File: src/rtl/fetch_queue_stage.sv
// Instruction-fetch stage with a prefetch queue: issues sequential fetches ahead of decode,
// tolerates in-order variable-latency memory responses and discards stale fetches on branches.
module fetch_queue_stage #(
  parameter int unsigned       ADDR_W   = 32,
  parameter int unsigned       DATA_W   = 32,
  parameter int unsigned       DEPTH    = 4,
  parameter logic [ADDR_W-1:0] RESET_PC = '0,
  parameter logic [ADDR_W-1:0] PC_STEP  = ADDR_W'(4)
) (
  input  logic              clk,
  input  logic              rst,
  input  logic              freeze,
  input  logic              branch_taken,
  input  logic [ADDR_W-1:0] branch_addr,
  output logic              imem_req_valid,
  input  logic              imem_req_ready,
  output logic [ADDR_W-1:0] imem_req_addr,
  input  logic              imem_rsp_valid,
  input  logic [DATA_W-1:0] imem_rsp_data,
  output logic              inst_valid,
  output logic [DATA_W-1:0] instruction,
  output logic [ADDR_W-1:0] pc
);

  localparam int unsigned  PtrW   = $clog2(DEPTH);
  localparam int unsigned  CntW   = $clog2(DEPTH + 1);
  localparam logic [CntW:0] DepthC = (CntW + 1)'(DEPTH);

  logic [ADDR_W-1:0] fetch_pc_q, fetch_pc_d;
  logic [CntW-1:0]   occ_q, occ_d;
  logic [CntW-1:0]   inflight_q, inflight_d;
  logic [CntW-1:0]   drop_q, drop_d;
  logic [PtrW-1:0]   wr_ptr_q, wr_ptr_d;
  logic [PtrW-1:0]   rd_ptr_q, rd_ptr_d;
  logic [PtrW-1:0]   aq_wr_q, aq_wr_d;
  logic [PtrW-1:0]   aq_rd_q, aq_rd_d;

  logic [ADDR_W-1:0] fifo_addr_q [DEPTH];
  logic [DATA_W-1:0] fifo_data_q [DEPTH];
  // Addresses of accepted requests, consumed in order by every response (kept or dropped).
  logic [ADDR_W-1:0] aq_addr_q   [DEPTH];

  logic req_fire, rsp_drop, push, pop, head_valid;

  always_comb begin
    imem_req_valid = ~rst & (({1'b0, occ_q} + {1'b0, inflight_q}) < DepthC);
    imem_req_addr  = fetch_pc_q;
    req_fire       = imem_req_valid & imem_req_ready;
    rsp_drop       = imem_rsp_valid & (drop_q != '0);
    push           = imem_rsp_valid & ~rsp_drop & ~branch_taken;
    head_valid     = ~rst & (occ_q != '0);
    pop            = head_valid & ~freeze & ~branch_taken;

    inflight_d = inflight_q + CntW'(req_fire) - CntW'(imem_rsp_valid);
    aq_wr_d    = aq_wr_q + PtrW'(req_fire);
    aq_rd_d    = aq_rd_q + PtrW'(imem_rsp_valid);

    fetch_pc_d = fetch_pc_q;
    drop_d     = drop_q;
    occ_d      = occ_q + CntW'(push) - CntW'(pop);
    wr_ptr_d   = wr_ptr_q + PtrW'(push);
    rd_ptr_d   = rd_ptr_q + PtrW'(pop);

    if (req_fire) begin
      fetch_pc_d = fetch_pc_q + PC_STEP;
    end
    if (rsp_drop) begin
      drop_d = drop_q - CntW'(1);
    end
    // Redirect: everything still outstanding after this cycle becomes stale.
    if (branch_taken) begin
      fetch_pc_d = branch_addr;
      drop_d     = inflight_d;
      occ_d      = '0;
      wr_ptr_d   = '0;
      rd_ptr_d   = '0;
    end

    inst_valid  = head_valid;
    instruction = head_valid ? fifo_data_q[rd_ptr_q] : '0;
    pc          = head_valid ? fifo_addr_q[rd_ptr_q] + PC_STEP : '0;
  end

  always_ff @(posedge clk) begin
    if (rst) begin
      fetch_pc_q <= RESET_PC;
      occ_q      <= '0;
      inflight_q <= '0;
      drop_q     <= '0;
      wr_ptr_q   <= '0;
      rd_ptr_q   <= '0;
      aq_wr_q    <= '0;
      aq_rd_q    <= '0;
    end else begin
      fetch_pc_q <= fetch_pc_d;
      occ_q      <= occ_d;
      inflight_q <= inflight_d;
      drop_q     <= drop_d;
      wr_ptr_q   <= wr_ptr_d;
      rd_ptr_q   <= rd_ptr_d;
      aq_wr_q    <= aq_wr_d;
      aq_rd_q    <= aq_rd_d;
    end
  end

  always_ff @(posedge clk) begin
    if (req_fire) begin
      aq_addr_q[aq_wr_q] <= fetch_pc_q;
    end
    if (push) begin
      fifo_addr_q[wr_ptr_q] <= aq_addr_q[aq_rd_q];
      fifo_data_q[wr_ptr_q] <= imem_rsp_data;
    end
  end

endmodule

File: config.mk
export PLATFORM = sky130hd
export DESIGN_NAME = fetch_queue_stage
export DESIGN_NICKNAME = d
export VERILOG_FILES = /design/src/rtl/fetch_queue_stage.sv
export SDC_FILE = /design/constraint.sdc
export NUM_CORES = 1
export LEC_CHECK = 0
export ABC_AREA = 1
export CAP_MARGIN = 20
export CORE_ASPECT_RATIO = 2
export CORE_MARGIN = 2
export CORE_UTILIZATION = 58
export DETAILED_ROUTE_END_ITERATION = 6
export GPL_ROUTABILITY_DRIVEN = 0
export HOLD_SLACK_MARGIN = 0.15
export PLACE_DENSITY_LB_ADDON = 0.1
export SYNTH_ARGS = -nofsm -noshare
export SYNTH_HDL_FRONTEND = slang
export SYNTH_SLANG_ARGS = --single-unit
export TNS_END_PERCENT = 50
File: constraint.sdc
create_clock -name clk -period 8.4 [get_ports clk]
set_clock_uncertainty 0.15 [all_clocks]
set_input_delay 1.68 -clock clk [delete_from_list [all_inputs] [get_ports clk]]
set_output_delay 1.68 -clock clk [all_outputs]
set_load 0.02 [all_outputs]
==> results.txt, run 1 <==
----------------------------------------------------
[STA]
  Hold Vio Cnt, Final ... 0
  Setup repair after global routing missed its margin ... false
  Final-report setup violation count ... 0
  Minimum setup slack in the final design ... 1.815 ns
  Number of pins exceeding their max-slew limit in the final report ... 0
  Total Negative Setup Slacks ... 0 ns
  Max Fclk ... 0.1519 GHz
  Tcrit/Tclk final ... 0.7839
  Actual transition at the worst max-transition pin ... 1.134 ns
  Shortest clock period the worst path allows after layout ... 6.585 ns
  Max-Slew Margin vs Limit ... 0.2437

[Synth]
  Count of distinct cell types in the synthesized netlist ... 42
  Proportion of synthesized chip area in sequential cells ... 0.6549
  Cell types occupying the most area after synthesis ... sky130_fd_sc_hd__edfxtp_1 60%, sky130_fd_sc_hd__nand2_1 9.4%, sky130_fd_sc_hd__nor2_1 6.9%
  Post-synthesis register bit count ... 433
  Top-count cell post-synth ... sky130_fd_sc_hd__nand2_1
  Synthesized netlist cell count ... 1900
  Ys async rst share ... 0
  Post-synth EDFFs ... 384
  Share of the synthesized area in the top cell type ... 0.6035
  Netlist Area Pre-Place ... 0.01911 mm²
  Synth cell count leaders ... 476 x sky130_fd_sc_hd__nand2_1, 384 x sky130_fd_sc_hd__edfxtp_1, 351 x sky130_fd_sc_hd__nor2_1, 167 x sky130_fd_sc_hd__o21ai_0, 88 x sky130_fd_sc_hd__nand3_1
  Net count after synthesis ... 1986
  Area leader, netlist ... sky130_fd_sc_hd__edfxtp_1
  Most used flip-flop cell after synthesis ... sky130_fd_sc_hd__edfxtp_1
  Synth warnings ... 0
  Mean area per synthesized cell ... 10.06 µm²

[Floorplanning]
  # rows ... 94
  Ports placed on the boundary ... 168
  Die W ... 132.3 µm
  Effective utilization at floorplan ... 0.5843
  DIE AREA ... 0.03450 mm²
  Die outline height ... 260.7 µm
  Floorplan Core Area ... 0.03270 mm²

[Route]
  DRT Pass-1 Iters ... 5
  Total DRC errors in the routed layout ... 0
  Via Count ... 14160
  DRT antenna net count ... 0
  Drt first-iter violations ... 959
  Vias per std cell ... 5.667
  Wire length per cell after detailed routing ... 18.30 µm
  Wire length after detailed routing ... 45.71 mm

[Clock tree]
  H-tree depth ... 2
  Max clock buf depth ... 3
  Clock Sink Count ... 433
  Clock root buffer ... sky130_fd_sc_hd__clkbuf_16
  Worst skew pair latency ... 0.53 ns
  Clock tree from TritonCTS ... yes
  Post-cts resize count ... 0
  Clock Pin Slew Worst Setup and Hold Paths ... 0.06 ns
  Number of buffers created by CTS ... 36
  Setup fix buffers added after clock tree synthesis ... 0
  Hold-fix buffers at CTS ... 0

[Power]
  Post-route total power ... 4.701 mW
  Pleak ... 8.023 nW
  Worst ir drop on vdd ... 0.1191 mV
  Power density normalized to cell area ... 211.0 mW/mm²

[Placement]
  Count of port buffers added during placement ... 167
  Detailed Place HPWL ... 29.48 mm
  Placement Cell Area ... 0.02110 mm²
  Post-place setup slack ... 1.832 ns

[Layout]
  Total inserted antenna cells ... 0
  Finished layout cell area ... 0.02228 mm²
  Proportion of layout cells with a drive suffix above 1 ... 0.05227
  Synth-to-Final Area Change ... 16.62%
  Share of the core filled with cells ... 0.6815
  Number of nets at the end of the flow ... 2125

[GRT]
  Number of global-route vias before repair ... 13920
  Largest net degree at the start of global routing ... 134
  Wire length of the first global-routing pass ... 71.00 mm
  Global-route congestion overflow total ... 0
  Number of antenna violations at the first check in global routing ... 0
  GRT Total Usage ... 0.2628

[Outcome]
  Run status ... finished clean

[Worst setup path]
  Arrival time at the worst endpoint ... 4.75 ns
  Worst path required time ... 6.57 ns
  Critical path class ... in -> out
  Maximum fanout along the worst path ... 50
  Worst Setup Start Kind ... primary input
  Crit. End Element ... primary output

[Job]
  Maximum Capacitance Violations ... 0

[Worst hold path]
  Worst Hold Class ... reg -> reg

----------------------------------------------------
[sequential cells by signal, indices dropped and copies added, names as in the netlist]
signal,count
aq_addr_q,128
fifo_addr_q,128
fifo_data_q,128
imem_req_addr,32
drop_q,3
inflight_q,3
occ_q,3
aq_rd_q,2
aq_wr_q,2
rd_ptr_q,2
wr_ptr_q,2
[critical path, cell delays in order]
cell                              delay (ns)
sky130_fd_sc_hd__clkdlybuf4s50_1        0.45
sky130_fd_sc_hd__buf_4                  0.34
sky130_fd_sc_hd__inv_1                  0.33
sky130_fd_sc_hd__o31ai_4                0.12
sky130_fd_sc_hd__buf_4                  0.50
sky130_fd_sc_hd__inv_1                  0.47
sky130_fd_sc_hd__o21ai_0                0.19
sky130_fd_sc_hd__nor2_1                 0.07
sky130_fd_sc_hd__clkdlybuf4s50_1        0.54
[per-stage QoR]
| step | hold WS (ns) | cells |
|---|---|---|
| after global routing | 0.3597 | 2498 |
| final | 0.3383 | 2498 |
| after CTS | 0.3466 | 2498 |
| after global placement | 0.3021 | 2433 |
| after floorplan | 0.2940 | 1900 |
| after detailed placement | 0.3376 | 2433 |
[layout by cell type (no fill, tap or decap), drive strengths merged]
cell,n
a211oi,1
a21oi,65
a221oi,1
a22o,1
a31oi,11
a32o,1
and2,1
and3,1
buf,21
bufinv,2
clkbuf,48
clkdlybuf4s50,167
clkinv,11
clkinvlp,2
dfxtp,49
edfxtp,384
fa,2
ha,14
inv,87
nand2,481
nand3,89
nand3b,2
nand4,12
nor2,358
nor3,22
nor3b,1
o211ai,4
o21ai,169
o22ai,32
o311ai,1
o31ai,1
or2,1
xnor2,11
xor2,13
[per-layer routing]
layer | up-vias | global-route usage | share of wire | wire length, µm
li1 | 6764 | - | - | -
met1 | 6731 | 0.2879 | 0.36 | 16610
met2 | 535 | 0.4960 | 0.54 | 24560
met3 | 126 | 0.02661 | 0.052 | 2355
met4 | 0 | 0.1413 | 0.048 | 2191
met5 | - | 0 | 0 | 0
[path summary, 6_finish.rpt]
path | endpoint | depth (start not counted) | startpoint | slack (ns)
worst max-delay path | pc[15] | 9 | rst | 1.82
worst min-delay path | drop_q[1] | 2 | drop_q[1] | 0.34
worst max register to register | drop_q[2] | 12 | occ_q[2] | 5.45
worst min register to register | drop_q[1] | 2 | drop_q[1] | 0.34
[cell families (layout without fill, tap and decap cells)]
| logic type | count (synthesis) | in the layout | synth area share |
|---|---|---|---|
| buf+inv | 172 | 338 | 0.03988 |
| compound gates | 287 | 287 | 0.07963 |
| fa+ha+maj | 16 | 16 | 0.01126 |
| xor+xnor | 24 | 24 | 0.01100 |
| simple gates | 968 | 968 | 0.2033 |
| flops | 433 | 433 | 0.6549 |
[layout make-up]
type,count,area [µm²]
Clock buffer,48,1018
Clock inverter,17,165.2
Fill cell,2548,10420
Inverter,85,324.1
Multi-Input combinational cell,1295,5886
Sequential cell,433,12520
Tap cell,432,540.5
Timing Repair Buffer,188,1829
[report_power, final]
group	internal [mW]	switching, mW	total, mW
combinational	0.171	0.334	0.504
clock	0.928	0.747	1.68
sequential	2.47	0.0523	2.52
total	3.57	1.13	4.70
No activity file was read; power rests on OpenSTA's default activity.
==> run 2: changes to the inputs <==
==> constraint.sdc (replaced) <==
create_clock -name clk -period 6.6 [get_ports clk]
set_clock_uncertainty 0.15 [all_clocks]
set_input_delay 1.32 -clock clk [delete_from_list [all_inputs] [get_ports clk]]
set_output_delay 1.32 -clock clk [all_outputs]
set_load 0.02 [all_outputs]
==> results.txt, run 2 (same netlist as run 1, synthesis figures left out) <==
----------------------------------------------------
[Outcome]
  Run status ... finished clean

[Route]
  DRT Pass-1 Iters ... 5
  DR WL met2 ... 24.48 mm
  Drt first-iter violations ... 1017
  Wire length after detailed routing ... 45.43 mm
  Total DRC errors in the routed layout ... 0
  Vias per std cell ... 5.595
  Met1 wire length ... 16.47 mm
  DRT antenna net count ... 0
  Wire length per cell after detailed routing ... 18.22 µm
  Topmost layer with routed signal wires ... met4
  Routed length on met3 ... 2.353 mm
  Via Count ... 13960

[Layout]
  Commonest cells after routing, fill and taps aside ... 476 x sky130_fd_sc_hd__nand2_1, 384 x sky130_fd_sc_hd__edfxtp_1, 351 x sky130_fd_sc_hd__nor2_1
  Total inserted antenna cells ... 0
  Synth-to-Final Area Change ... 16.02%
  Most common cell after layout, fill and taps aside ... sky130_fd_sc_hd__nand2_1
  Number of nets at the end of the flow ... 2122
  Share of the core filled with cells ... 0.6779
  Final instance count without filler cells ... 2494
  Proportion of layout cells with a drive suffix above 1 ... 0.04559
  Registers with the most flip-flops ... aq_addr_q x128, fifo_addr_q x128, fifo_data_q x128

[Worst setup path]
  Crit. End Element ... primary output
  Critical-path cell list ... inv_6 -> nand2_1 -> o211ai_1 -> nand2_1 -> ha_1 -> nand3_4 -> nor2_1 -> nand3_1 -> nand2_1 -> nand2_1 -> nor2_1 -> clkdlybuf4s50_1
  Arrival time at the worst endpoint ... 4.53 ns
  CP top delay family ... simple AND/OR/NAND/NOR gates
  Cell with the largest stage delay on the worst path ... sky130_fd_sc_hd__dfxtp_4
  Worst path required time ... 5.13 ns
  Library cell appearing most often on the critical path ... sky130_fd_sc_hd__nand2_1
  Buffers & Inverters on Critical Path ... 2
  Critical path class ... reg -> out
  Worst Setup Start Kind ... register
  Stage delay of the slowest cell on the critical path ... 0.97 ns
  Maximum fanout along the worst path ... 133

[Clock tree]
  Clock tree from TritonCTS ... yes
  Setup fix buffers added after clock tree synthesis ... 0
  Post-cts resize count ... 0
  Clock Sink Count ... 433
  Max clock buf depth ... 3
  Clock root buffer ... sky130_fd_sc_hd__clkbuf_16
  Clock Pin Slew Worst Setup and Hold Paths ... 0.07 ns
  Worst skew pair latency ... 0.52 ns
  Number of buffers created by CTS ... 36
  Hold-fix buffers at CTS ... 0
  H-tree depth ... 2

[Power]
  Share of total power in combinational logic ... 0.109
  Part of the total power dissipated in sequential elements ... 0.548
  Power density normalized to cell area ... 264.0 mW/mm²
  Post-route total power ... 5.853 mW
  Worst ir drop on vdd ... 0.1880 mV
  Portion of total power attributed to the clock network ... 0.343
  Sw Share ... 0.2393
  NetSw ... 1.401 mW
  Internal power component ... 4.452 mW
  Pleak ... 7.953 nW

[STA]
  Shortest clock period the worst path allows after layout ... 6.005 ns
  Tcrit/Tclk final ... 0.9098
  Max Fclk ... 0.1665 GHz
  Total Negative Setup Slacks ... 0 ns
  Final Hold Slack ... 0.3241 ns
  Setup repair after global routing missed its margin ... false
  Actual transition at the worst max-transition pin ... 1.106 ns
  Hold Vio Cnt, Final ... 0
  Max-Slew Margin vs Limit ... 0.2627
  Final-report setup violation count ... 0
  Number of pins exceeding their max-slew limit in the final report ... 0

[Placement]
  Detailed Place HPWL ... 29.10 mm
  Cell count after placement ... 2430
  Count of port buffers added during placement ... 167

[Floorplanning]
  # rows ... 94
  Floorplan Core Area ... 0.03270 mm²
  DIE AREA ... 0.03450 mm²
  Effective utilization at floorplan ... 0.5843
  Die outline height ... 260.7 µm
  Die W ... 132.3 µm
  Ports placed on the boundary ... 168

[GRT]
  Largest net degree at the start of global routing ... 134
  Wire length of the first global-routing pass ... 70.61 mm
  Number of global-route vias before repair ... 13840
  Global-route congestion overflow total ... 0
  Number of antenna violations at the first check in global routing ... 0
  GRT Total Usage ... 0.2626

[Job]
  Maximum Capacitance Violations ... 0

[Worst hold path]
  Worst Hold Class ... reg -> reg

----------------------------------------------------
-- run 2: changes by cell type in the layout (fill, tap and decap cells not counted), sizes merged --
cell      delta
inv          -4
buf          -3
clkinv       +5
bufinv       -1
clkbuf       -2
clkinvlp     +1
-- run 2: metrics by stage --
step	area, µm²	setup WS, ns
floorplan	19110	-0.3361
global placement	21080	1.105
detailed placement	21080	1.028
CTS	22170	0.5739
global route	22170	0.2456
finish	22170	0.5951
-- run 2: per-layer routing --
| layer | up-vias | track usage |
|---|---|---|
| met5 | - | 0 |
| met4 | 0 | 0.1347 |
| met3 | 128 | 0.03322 |
| met2 | 508 | 0.4950 |
| met1 | 6573 | 0.2864 |
| li1 | 6746 | - |
-- run 2: path summary, 6_finish.rpt --
kind               startpoint         to  slack (ns)  cells past startpoint
setup / recovery  rd_ptr_q[0]     pc[24]        0.60                     12
setup reg to reg     occ_q[0]   occ_q[2]        3.69                     10
hold / removal      drop_q[1]  drop_q[1]        0.32                      2
hold reg to reg     drop_q[1]  drop_q[1]        0.32                      2
-- run 2: power by group through the flow --
| stage | registers, mW | clock network [mW] | logic, mW |
|---|---|---|---|
| floorplan | 3.27 | 0 | 0.378 |
| global placement | 3.26 | 0 | 0.619 |
| finish | 3.21 | 2.01 | 0.636 |
| CTS | 3.21 | 2.04 | 0.638 |
| detailed placement | 3.27 | 0 | 0.634 |
| global route | 3.22 | 2.14 | 0.709 |
-- run 2: worst register-to-register path, stage by stage, from the launching register on --
cell	delay, ns
sky130_fd_sc_hd__dfxtp_1	0.36
sky130_fd_sc_hd__o31ai_4	0.25
sky130_fd_sc_hd__buf_4	0.53
sky130_fd_sc_hd__nor3_1	0.19
sky130_fd_sc_hd__ha_1	0.33
sky130_fd_sc_hd__inv_1	0.04
sky130_fd_sc_hd__ha_1	0.18
sky130_fd_sc_hd__fa_1	0.38
sky130_fd_sc_hd__xnor2_1	0.21
sky130_fd_sc_hd__xnor2_1	0.14
sky130_fd_sc_hd__nor2_1	0.05
-- run 2: final cells by class --
cell class	count	area, µm²
fill	2547	10530
sequential	433	12520
timing repair buffer	185	1807
multi-input combinational	1295	5886
inverter	85	324.1
tap	432	540.5
clock inverter	18	110.1
clock buffer	46	980.9
